### config.mk
export PLATFORM = sky130hd
export DESIGN_NAME = plain_broadcast_split
export DESIGN_NICKNAME = d
export VERILOG_FILES = /design/src/rtl/plain_broadcast_split_pkg.sv /design/src/rtl/gf32_word_sel.sv /design/src/rtl/plain_broadcast_split.sv
export SDC_FILE = /design/constraint.sdc
export NUM_CORES = 1
export LEC_CHECK = 0
export ABC_AREA = 1
export CAP_MARGIN = 20
export CORE_AREA = 4 4 265 267
export DETAILED_ROUTE_END_ITERATION = 16
export DIE_AREA = 0 0 269 271
export HOLD_SLACK_MARGIN = 0.06
export SETUP_SLACK_MARGIN = 0.02
export SYNTH_ARGS = -nofsm -noshare
export SYNTH_HDL_FRONTEND = slang
export SYNTH_SLANG_ARGS = --single-unit
### constraint.sdc
create_clock -name i_clk -period 2.4 [get_ports i_clk]
set_input_delay 0.48 -clock i_clk [delete_from_list [all_inputs] [get_ports i_clk]]
set_output_delay 0.48 -clock i_clk [all_outputs]
set_load 0.01 [all_outputs]
### src/rtl/plain_broadcast_split_pkg.sv
// Shared definitions for the broadcast-split datapath: GF word width, FSM encoding,
// and the index-width helper used for split and word counters.
package plain_broadcast_split_pkg;

    localparam int unsigned GF_W = 32;

    typedef enum logic [3:0] {
        StIdle,
        StEvalQ,
        StWaitQ,
        StMulIssue,
        StMulWait,
        StEvalS,
        StWaitS,
        StOut,
        StDone
    } state_e;

    // Index width that never collapses to zero for single-entry ranges.
    function automatic int unsigned si_width(input int unsigned n);
        return (n > 1) ? $clog2(n) : 1;
    endfunction

endpackage

### src/rtl/gf32_word_sel.sv
// T-way GF(2^32) word multiplexer; picks word i_sel out of a packed T-word vector.
module gf32_word_sel
    import plain_broadcast_split_pkg::*;
#(
    parameter int unsigned T = 3,
    localparam int unsigned K_W = si_width(T)
) (
    input  logic [GF_W*T-1:0] i_words,
    input  logic [K_W-1:0]    i_sel,
    output logic [GF_W-1:0]   o_word
);

    always_comb begin
        o_word = '0;
        for (int unsigned k = 0; k < T; k++) begin
            if (i_sel == K_W'(k)) begin
                o_word = i_words[GF_W*k +: GF_W];
            end
        end
    end

endmodule

### src/rtl/plain_broadcast_split.sv
// Per-split alpha/beta generator: alpha = eps*Q(r) XOR a, beta = S(r) XOR b, streamed out
// one split at a time through a valid/ready port, using an external evaluator and multiplier.
module plain_broadcast_split
    import plain_broadcast_split_pkg::*;
#(
    parameter int unsigned T       = 3,
    parameter int unsigned D_SPLIT = 2,
    parameter int unsigned M       = 230,
    localparam int unsigned SI_W   = si_width(D_SPLIT)
) (
    input  logic                i_clk,
    input  logic                i_rst_n,

    input  logic                i_start,
    output logic                o_busy,
    output logic                o_done,

    input  logic [GF_W*T-1:0]   i_eps,
    input  logic [GF_W*T-1:0]   i_a,
    input  logic [GF_W*T-1:0]   i_b,

    output logic                o_start_evaluate,
    output logic                o_sel_q,
    output logic [SI_W-1:0]     o_split_idx,
    input  logic [GF_W*T-1:0]   i_evaluate_out,
    input  logic                i_done_evaluate,

    output logic                o_start_mul32,
    output logic [GF_W-1:0]     o_x_mul32,
    output logic [GF_W-1:0]     o_y_mul32,
    input  logic [GF_W-1:0]     i_o_mul32,
    input  logic                i_done_mul32,

    output logic [GF_W*T-1:0]   o_alpha,
    output logic [GF_W*T-1:0]   o_beta,
    output logic [SI_W-1:0]     o_ab_idx,
    output logic                o_ab_valid,
    input  logic                i_ab_ready
);

    localparam int unsigned     K_W    = si_width(T);
    localparam logic [K_W-1:0]  K_LAST = K_W'(T - 1);
    localparam logic [SI_W-1:0] J_LAST = SI_W'(D_SPLIT - 1);

    if (T < 1 || T > 8) begin : g_bad_t
        $error("plain_broadcast_split: T must be in 1..8");
    end
    if (D_SPLIT < 1 || D_SPLIT > 4) begin : g_bad_d
        $error("plain_broadcast_split: D_SPLIT must be in 1..4");
    end
    if (M < 1) begin : g_bad_m
        $error("plain_broadcast_split: M must be at least 1");
    end

    state_e              r_state;
    state_e              w_state_nxt;
    logic [SI_W-1:0]     r_j;
    logic [K_W-1:0]      r_k;
    logic [GF_W*T-1:0]   r_work;
    logic [GF_W*T-1:0]   r_alpha;
    logic [GF_W*T-1:0]   r_beta;
    logic [GF_W-1:0]     w_work_word;
    logic [GF_W-1:0]     w_eps_word;
    logic                w_last_k;
    logic                w_last_j;

    assign w_last_k = (r_k == K_LAST);
    assign w_last_j = (r_j == J_LAST);

    // Same word index drives both the captured Q(r) and the eps operand paths.
    gf32_word_sel #(
        .T(T)
    ) u_work_sel (
        .i_words (r_work),
        .i_sel   (r_k),
        .o_word  (w_work_word)
    );

    gf32_word_sel #(
        .T(T)
    ) u_eps_sel (
        .i_words (i_eps),
        .i_sel   (r_k),
        .o_word  (w_eps_word)
    );

    always_comb begin
        w_state_nxt = r_state;
        unique case (r_state)
            StIdle:     if (i_start) w_state_nxt = StEvalQ;
            StEvalQ:    w_state_nxt = StWaitQ;
            StWaitQ:    if (i_done_evaluate) w_state_nxt = StMulIssue;
            StMulIssue: w_state_nxt = StMulWait;
            StMulWait:  if (i_done_mul32) w_state_nxt = w_last_k ? StEvalS : StMulIssue;
            StEvalS:    w_state_nxt = StWaitS;
            StWaitS:    if (i_done_evaluate) w_state_nxt = StOut;
            StOut:      if (i_ab_ready) w_state_nxt = w_last_j ? StDone : StEvalQ;
            StDone:     w_state_nxt = StIdle;
            default:    w_state_nxt = StIdle;
        endcase
    end

    always_ff @(posedge i_clk or negedge i_rst_n) begin
        if (!i_rst_n) begin
            r_state <= StIdle;
        end else begin
            r_state <= w_state_nxt;
        end
    end

    always_ff @(posedge i_clk or negedge i_rst_n) begin
        if (!i_rst_n) begin
            r_j     <= '0;
            r_k     <= '0;
            r_work  <= '0;
            r_alpha <= '0;
            r_beta  <= '0;
        end else begin
            case (r_state)
                StWaitQ: begin
                    if (i_done_evaluate) begin
                        r_work <= i_evaluate_out;
                        r_k    <= '0;
                    end
                end
                StMulWait: begin
                    if (i_done_mul32) begin
                        for (int unsigned k = 0; k < T; k++) begin
                            if (r_k == K_W'(k)) begin
                                r_alpha[GF_W*k +: GF_W] <= i_o_mul32 ^ i_a[GF_W*k +: GF_W];
                            end
                        end
                        if (!w_last_k) begin
                            r_k <= r_k + K_W'(1);
                        end
                    end
                end
                StWaitS: begin
                    if (i_done_evaluate) begin
                        r_beta <= i_evaluate_out ^ i_b;
                    end
                end
                StOut: begin
                    // Split index advances only on the handshake, so it is stable through OUT.
                    if (i_ab_ready) begin
                        r_j <= w_last_j ? '0 : r_j + SI_W'(1);
                    end
                end
                default: ;
            endcase
        end
    end

    assign o_busy           = (r_state != StIdle);
    assign o_done           = (r_state == StDone);
    assign o_start_evaluate = (r_state == StEvalQ) || (r_state == StEvalS);
    assign o_sel_q          = (r_state == StEvalQ) || (r_state == StWaitQ);
    assign o_split_idx      = r_j;
    assign o_start_mul32    = (r_state == StMulIssue);
    assign o_x_mul32        = w_work_word;
    assign o_y_mul32        = w_eps_word;
    assign o_alpha          = r_alpha;
    assign o_beta           = r_beta;
    assign o_ab_idx         = r_j;
    assign o_ab_valid       = (r_state == StOut);

endmodule

* Word-level counts from Yosys, hierarchy flattened
Index checks and enable logic that the tools add are counted.
** Word-level totals
- Register bits :: 295
- Input port bits :: 422
- Output and inout bits :: 264
- Word-level logic and storage cells :: 63
** Cells by class
- $add $sub $neg :: 2
- Equal/unequal tests :: 16
- Multiplexer cells :: 19
- Bitwise gates (word level) :: 4
- Reductions and logical operators :: 14
** Operator list (count)
- 32-bit two-way mux :: 6
- 32-bit XOR :: 3
- 96-bit XOR :: 1
- 4-bit one-hot mux with 8 select lines :: 1
- 4-bit two-way mux :: 6
- 4-bit by 3-bit equality test with 1-bit output, second input constant :: 4
- 2-bit != test, second input constant :: 5
- 3-bit AND reduction :: 3
- 4-bit by 2-bit equality test with 1-bit output, second input constant :: 2
- 2-bit two-way mux :: 3
- 2-bit AND reduction :: 3
- 5-bit AND reduction :: 1
- 4-bit by 1-bit equality test with 1-bit output, second input constant :: 1
- 4-bit equality test, second input constant :: 1
- 4-bit logical NOT :: 1
- 2-bit one-hot mux with 2 select lines :: 1
- 4-bit AND reduction :: 1
- 4-bit nonzero test :: 1
- 3-bit two-way mux :: 1
- 2-bit by 1-bit adder with 2-bit output, second input constant :: 1
- 2-bit by 1-bit equality test with 1-bit output, second input constant :: 1
- 2-bit equality test, second input constant :: 1
- 2-bit logical NOT :: 1
- 1-bit logical OR :: 2
- other kinds (4) :: 4

* Longest topological paths before layout
Gate-level depths: netlist (run 1).
- Depth after elaboration :: 4
- Mapped depth :: 8
- Mapped depth without buffers :: 8

* Cells and area by module
From an unflattened synthesis (run 1), not the netlist that was laid out.
** Unflattened totals
- Cell total of the unflattened synthesis :: 1794
- Area, all modules :: 14949.3 sq um
** Modules (own cells, without submodules)
- plain_broadcast_split :: instances 1, cells an instance 1498, area each 13385.3 sq um, seq. area each 7382.1 sq um
- gf32_word_sel :: instances 2, cells an instance 148, area each 782.0 sq um, seq. area each 0.0 sq um

* Worst setup path after synthesis (run 1)
OpenSTA, ideal clock, no wires.
- Path kind :: flip-flop to output port
- Start point :: register r_k[1]
- End point :: output o_x_mul32[0]
- Arrival time :: 1591 ps
- Data required time :: 1920 ps
- Setup slack :: 329 ps
- Cell stages (with the launch flop) :: 8
- Path buffers :: 2
- Path through :: dfrtp_1 > inv_1 > ha_1 > inv_1 > clkbuf_1 > clkbuf_1 > nand3_1 > a21oi_1
** Between the ends
- Word-level cells in the longest chain between the ends :: 4
- Elaborated cells between the ends (all ways) :: 6
- Classes of those cells :: 2 x eq/ne; 3 x mux; 1 x reduce/logical
** RTL lines
- start: declaration :: RTL line plain_broadcast_split.sv:58 : logic [K_W-1:0] r_k;
- start signal: assignment :: RTL line plain_broadcast_split.sv:134 : r_k <= r_k + K_W'(1);
- 2-bit logical NOT :: RTL line gf32_word_sel.sv:16 : if (i_sel == K_W'(k)) begin
- 32-bit two-way mux (2 in series) :: RTL line gf32_word_sel.sv:16
- 32-bit two-way mux (*) :: RTL line gf32_word_sel.sv:16
- end: declaration :: RTL line plain_broadcast_split.sv:29 : output logic [GF_W-1:0] o_x_mul32,
Every way passes the cells marked *; elsewhere a longest branch is shown, timed or not.

* Final worst setup path (run 1)
- Start point :: register r_k[0]
- End point :: output o_y_mul32[9]
** Between the ends
- Word-level cells in the longest chain between the ends :: 4
- Elaborated cells between the ends (all ways) :: 6
- Classes of those cells :: 2 x eq/ne; 3 x mux; 1 x reduce/logical
** RTL lines
- 2-bit logical NOT :: RTL line gf32_word_sel.sv:16
- 32-bit two-way mux (2 in series) :: RTL line gf32_word_sel.sv:16
- 32-bit two-way mux (*) :: RTL line gf32_word_sel.sv:16
- end: declaration :: RTL line plain_broadcast_split.sv:30 : output logic [GF_W-1:0] o_y_mul32,
Marks and branches as above.

==> metrics.txt, run 1 <==
Area contributors post-synth=dfrtp_1 (50%), xor2_1 (11%), o21ai_0 (9.7%); Crit path depth=8; die width=269 µm; PortBufs=685; Die Y-Extent=271 µm; worst-path fanout max=6; area leader, netlist=dfrtp_1; sequential area share after synthesis=50.15%; vias in the first global route=14700; RSZ-0062 raised after global routing=true; FF-to-FF setup slack=300 ps; Total GRT Usage=17.94%; Worst Max-Slew Pin Slew=632.2 ps; Nets=2965; synthesized cell area=14720 µm²; Yosys Warn Count=0; Switch Pwr=11.54 mW; Clock Pin Slew Worst Setup and Hold Paths=60 ps; Worst Setup Start Kind=flip-flop; Non-Filler Instances=3454; worst r2r dst=o_alpha[43]; min-delay src=r_work[11]; DRC=0; largest net degree at the start of global routing=65; # setup viols final=64; Comb power frac=49.6%; CP dominant cell by count=buf_12; CP cell instances=buf_4 -> ha_4 -> buf_12 -> buf_12 -> buf_12 -> a21oi_1 -> a21oi_1 -> buf_2; Leak=11.89 nW; CTS Buf Count=37; synthesis-stage register bit count=295; design area=26160 µm²; total number of vias=14840; Reg-to-Reg Start=r_k[1]; synthesized area per cell=8.251 µm²; largest vdd supply drop=0.5593 mV; DRT antenna net count=0; Post-Syn Nets=2210; maxcap violations=0; pwr dens=1157 nW/µm²; endpoints failing hold=0; clock skew=22.62 ps; Final Core Density=38.42%; outcome=complete, but fails checks; layout cells sized above 1=17.06%; Fillers=6848; Max Slew Vio Count=0; Req. time, crit path=1920 ps; Flop pwr share=30.2%; WL/cell=20.28 µm; TNS Setup=-8349 ps; Hold EP=r_work[11]; Skew-Pair Late Insertion Delay=550 ps; Hold Crit Class=flip-flop to flip-flop; initial antenna violation count=6; switching portion of total power=38.12%; first-pass GRT wire length=97400 µm; Core Area=68110 µm²; area of placed instances=23210 µm²; Relative slew margins=57.85%; FMAX=0.3780 GHz; Final period util=110.2%; Critical Path AT=2170 ps; slowest stage delay, CP=390 ps; CTS Buffer Depth=3; clock sinks=295; DRT Pass-1 Iters=5; failing checks=negative setup slack; Hold Path Stages=2; H-Tree Depth=2; Post-Synthesis Cells=1784; Worst path slowest cell=dfrtp_1; CP bufs+invs=5; DR vias/cell=4.296; kind of critical path=flip-flop to primary output; Final min period=2645 ps; Row Count=96; Root Buffer Master=clkbuf_16; Inst Count DP=3334; Setup WS pre-CTS=-76.11 ps; Internal=18.73 mW; TritonCTS clock tree=yes; initial core utilization=21.61%; critical path's top delay family=buffers and inverters; DP HPWL=52660 µm; Synth top area share=50.15%; Clock Power Share=20.2%; drt first-iter violations=834; Total Wirelength=70040 µm; Critical Path End Type=primary output; synth unique cells=24; worst r2r path cells=11; num ports=686; gr ovfl total=0; Layout area overhead=77.75%; setup ws final=-245.4 ps; Die Footprint=72900 µm²; routability cong.=0.8635
==> cell type report <==
| type | count | area, µm² | area share, % |
|---|---|---|---|
| repair buffers | 815 | 8461 | 32.34 |
| flip-flops and latches | 295 | 7385 | 28.22 |
| multi-input cells | 1118 | 6815 | 26.05 |
| well taps | 882 | 1104 | 4.218 |
| clock buffers | 52 | 1064 | 4.065 |
| inverters | 272 | 1060 | 4.051 |
| clock inverters | 16 | 266.5 | 1.019 |
| diodes | 4 | 10.01 | 0.03826 |
==> sequential cells by signal (all words and copies together), names as in the netlist <==
name	cells
o_ab_idx	1
o_alpha	96
o_beta	96
r_k	2
r_state	4
r_work	96
==> worst register-to-register path: cells and delay by family (launching register included) <==
| kind | cells | cell delay, ps |
|---|---|---|
| AOI/OAI and AO/OA | 1 | 80 |
| adders and majority gates | 1 | 230 |
| buffers and inverters | 7 | 1000 |
| DFF | 1 | 400 |
| and+or+nand+nor | 2 | 310 |
==> worst max-delay path by stage <==
stage                      start       endpoint  slack, ps
final                     r_k[0]   o_y_mul32[9]       -250
after global routing      r_k[1]  o_y_mul32[11]       -330
after CTS                 r_k[1]  o_x_mul32[17]       -210
after detailed placement  r_k[1]   o_x_mul32[8]        -80
after global placement    r_k[1]  o_x_mul32[17]        -70
after floorplan           r_k[1]   o_x_mul32[0]        330
==> layer usage <==
metal	up-vias	GRT usage, %	routed length, µm
met5	-	0	33
met1	7103	21.76	28120
met2	529	31.90	35370
met3	96	4.029	4830
met4	6	4.815	1698
li1	7105	-	-
==> timing repair <==
item,4_1_cts,5_1_grt
cloned,13,5
endpoints found under the hold margin,51,0
resized for setup,409,136
endpoints found under the setup margin,70,65
pin swaps,24,36
buffers inserted,23,13
hold buffers,1,0
==> per-stage QoR <==
step,power (mW),hold slack [ps]
2_1_floorplan,13.74,184.4
3_3_place_gp,22.33,470.7
3_5_place_dp,22.43,475.4
4_1_cts,29.55,490.0
5_1_grt,32.05,518.1
6_report,30.27,490.8
==> Yosys cell counts, drive strengths merged <==
cell	instances
nand3	70
ha	4
nand4	3
nand3b	1
nor2	72
xor2	193
dfrtp	295
buf	45
nor4	1
inv	272
o21ai	288
nand2	347
o21bai	2
nor3	6
o211ai	1
clkbuf	54
a21oi	130
==> cell usage in the layout (no fill, tap or decap), types with 3 or more instances in the layout <==
cell type	count
nor2_4	15
bufinv_16	6
diode_2	4
nor3_1	4
clkbuf_1	8
dfrtp_1	293
clkbuf_16	43
nand3_4	8
ha_4	3
buf_12	43
buf_6	16
dlygate4sd2_1	4
nand3_1	28
buf_16	11
buf_4	65
nand3_2	34
a21oi_2	64
nand2_1	345
o21ai_0	284
clkdlybuf4s50_1	615
a21oi_1	49
nand4_1	3
xor2_1	193
inv_1	268
nor2_2	32
nor2_1	25
o21ai_1	4
buf_2	52
clkbuf_8	6
a21oi_4	17
clkinv_2	6
==> cells by family (layout without fill, tap and decap cells) <==
group / after synthesis / in the layout / synth area share, %
fa+ha+maj: 4 / 4 / 0.3400
xor+xnor: 193 / 193 / 11.48
simple gates: 500 / 500 / 13.74
other cells: 0 / 4 / 0
flops: 295 / 295 / 50.15
buf+inv: 371 / 1155 / 9.920
compound gates: 421 / 421 / 14.37
==> power by group through the flow <==
stage                     clock network [mW]  registers [mW]  logic (mW)
after floorplan                            0            9.30        4.44
after global placement                     0            8.99        13.3
after detailed placement                   0            9.00        13.4
after CTS                               6.32            9.04        14.2
after global routing                    6.52            9.42        16.1
final                                   6.12            9.15        15.0
Power figures use the tool's default switching activity.
==> inputs of run 2 (changes only) <==
- CORE_AREA: 4 4 265 267 -> 8 8 261 263
- MAX_ROUTING_LAYER: not set -> met4
==> run 2 against run 1 <==
The run still ends with negative setup slack left; non-clock buffer count down 24; sequential share of layout area grew 0.71 points; worst hold slack lost 30 ps; critical path depth fell by 1; critical endpoint is now o_x_mul32[0].
==> metrics.txt, run 2 (synthesis results as in run 1) <==
Final Hold Slack=460.8 ps (was 490.8 ps); Worst Max-Slew Pin Slew=534.5 ps (was 632.2 ps); commonest cells after routing, fill and taps aside=clkdlybuf4s50_1 (614), nand2_1 (346), dfrtp_1 (294) (was clkdlybuf4s50_1 (615), nand2_1 (345), dfrtp_1 (293)); Pwr Total=30.18 mW (was 30.27 mW); Flop pwr share=30.3% (was 30.2%); Relative slew margins=64.37% (was 57.85%); Reg-to-Reg Start=r_k[1] (unchanged); DRT Pass-1 Iters=6 (was 5); Total Wirelength=75570 µm (was 70040 µm); Layout area overhead=73.37% (was 77.75%); Final min period=2603 ps (was 2645 ps); clock skew=34.83 ps (was 22.62 ps); initial antenna violation count=9 (was 6); kind of critical path=flip-flop to primary output (unchanged); layout cells sized above 1=14.47% (was 17.06%); Hold Crit Class=input port to asynchronous set/reset pin (was flip-flop to flip-flop); largest vdd supply drop=0.5497 mV (was 0.5593 mV); TritonCTS clock tree=yes (unchanged); Row Count=93 (was 96); Final period util=108.5% (was 110.2%); CP cell instances=inv_2 -> buf_6 -> ha_4 -> buf_12 -> nand3_2 -> a21oi_4 -> buf_12 (was buf_4 -> ha_4 -> buf_12 -> buf_12 -> buf_12 -> a21oi_1 -> a21oi_1 -> buf_2); Setup WS pre-CTS=-161.0 ps (was -76.11 ps); clock sinks=295 (unchanged); first-pass GRT wire length=104600 µm (was 97400 µm); Skew-Pair Late Insertion Delay=560 ps (was 550 ps); largest net degree at the start of global routing=97 (was 65); Critical Path End Type=primary output (unchanged); Max Slew Vio Count=0 (unchanged); worst r2r path cells=9 (was 11); failing checks=negative setup slack (unchanged); commonest non-fill, non-tap cell in the layout=clkdlybuf4s50_1 (unchanged); Internal=18.50 mW (was 18.73 mW); vias in the first global route=15400 (was 14700); FMAX=0.3841 GHz (was 0.3780 GHz); Worst Setup Start Kind=flip-flop (unchanged); Worst path slowest cell=dfrtp_1 (unchanged); Switch Pwr=11.68 mW (was 11.54 mW); CTS Buffer Depth=3 (unchanged); # setup viols final=64 (unchanged); CTS Buf Count=38 (was 37); Die Y-Extent=271 µm (unchanged); routability cong.=1.004 (was 0.8635); Total GRT Usage=19.91% (was 17.94%); slowest stage delay, CP=420 ps (was 390 ps); DP HPWL=58510 µm (was 52660 µm); initial core utilization=23.04% (was 21.61%); RSZ-0062 raised after global routing=true (unchanged); area of placed instances=23060 µm² (was 23210 µm²); DRT antenna net count=0 (unchanged); switching portion of total power=38.70% (was 38.12%); CP dominant cell by count=buf_12 (unchanged); DRC=0 (unchanged); critical path startpoint=r_k[0] (unchanged); Nets=2942 (was 2965); TNS Setup=-9686 ps (was -8349 ps); pwr dens=1183 nW/µm² (was 1157 nW/µm²); Clock Pin Slew Worst Setup and Hold Paths=60 ps (about the same); design area=25520 µm² (was 26160 µm²); worst r2r dst=o_alpha[54] (was o_alpha[43]); WL/cell=22.17 µm (was 20.28 µm); worst-path fanout max=6 (unchanged); Die Footprint=72900 µm² (unchanged); num ports=686 (unchanged); H-Tree Depth=2 (unchanged); Comb power frac=49.2% (was 49.6%); Clock Power Share=20.5% (was 20.2%); Leak=11.66 nW (was 11.89 nW); drt first-iter violations=703 (was 834); worst setup path endpoint=o_x_mul32[0] (was o_y_mul32[9]); maxcap violations=0 (unchanged); DR vias/cell=4.378 (was 4.296); setup ws final=-203.5 ps (was -245.4 ps); PortBufs=685 (unchanged); endpoints failing hold=0 (unchanged); FF-to-FF setup slack=250 ps (was 300 ps); gr ovfl total=0 (unchanged); total number of vias=14930 (was 14840); Req. time, crit path=1920 ps (about the same); die width=269 µm (unchanged); Core Area=63880 µm² (was 68110 µm²); Critical Path AT=2120 ps (was 2170 ps); outcome=complete, but fails checks (unchanged); Root Buffer Master=clkbuf_16 (unchanged)
run 2: per-layer routing:
| metal | track usage, % | wire (µm) | vias to the layer above |
|---|---|---|---|
| met2 | 34.87 | 38380 | 489 |
| li1 | - | - | 7066 |
| met1 | 22.63 | 30080 | 7274 |
| met5 | - | 0 | - |
| met3 | 4.726 | 5307 | 96 |
| met4 | 5.000 | 1806 | 0 |
run 2: per-stage QoR:
step / util [%] / cells
detailed placement: 36.10 / 3294
global route: 39.94 / 3408
floorplan: - / 1784
CTS: 38.71 / 3387
global placement: 36.10 / 3294
finish: 39.95 / 3409
run 2: critical path, delay by kind of cell (launching register included):
family | cells | cell delay [ps]
flops | 1 | 420
fa+ha+maj | 1 | 230
simple gates | 1 | 100
buf+inv | 4 | 540
compound gates | 1 | 260
run 2: repair_timing:
action | in CTS | in global routing
gates cloned | 4 | 8
setup endpoints to repair | 70 | 67
hold buffers | 1 | 0
pin swaps | 17 | 58
gates resized for setup | 349 | 135
hold endpoints to repair | 44 | 0
setup buffers | 20 | 7
run 2: how the worst min path moves through the flow:
stage	endpoint	startpoint	slack, ps
2_1_floorplan	o_ab_idx	i_rst_n	180
3_3_place_gp	o_alpha[61]	i_rst_n	450
3_5_place_dp	o_alpha[61]	i_rst_n	460
4_1_cts	r_work[68]	i_rst_n	460
5_1_grt	o_alpha[61]	i_rst_n	480
6_report	o_alpha[61]	i_rst_n	460
run 2: area by class of cell:
cell class	count	area, µm²
fillers	6404	38360
well taps	855	1070
clock inverters	19	261.5
multi-input cells	1118	6554
clock buffers	49	1094
repair buffers	791	8095
flip-flops and latches	295	7383
diodes	10	25.02
inverters	272	1036
run 2: power by group through the flow:
stage                     Sequential, mW  Combinational (mW)  Clock (mW)
after floorplan                     9.30                4.44           0
after global placement              9.05                13.7           0
after detailed placement            9.09                13.8           0
after CTS                           9.07                14.0        6.35
after global routing                9.38                15.9        6.54
final                               9.14                14.9        6.18
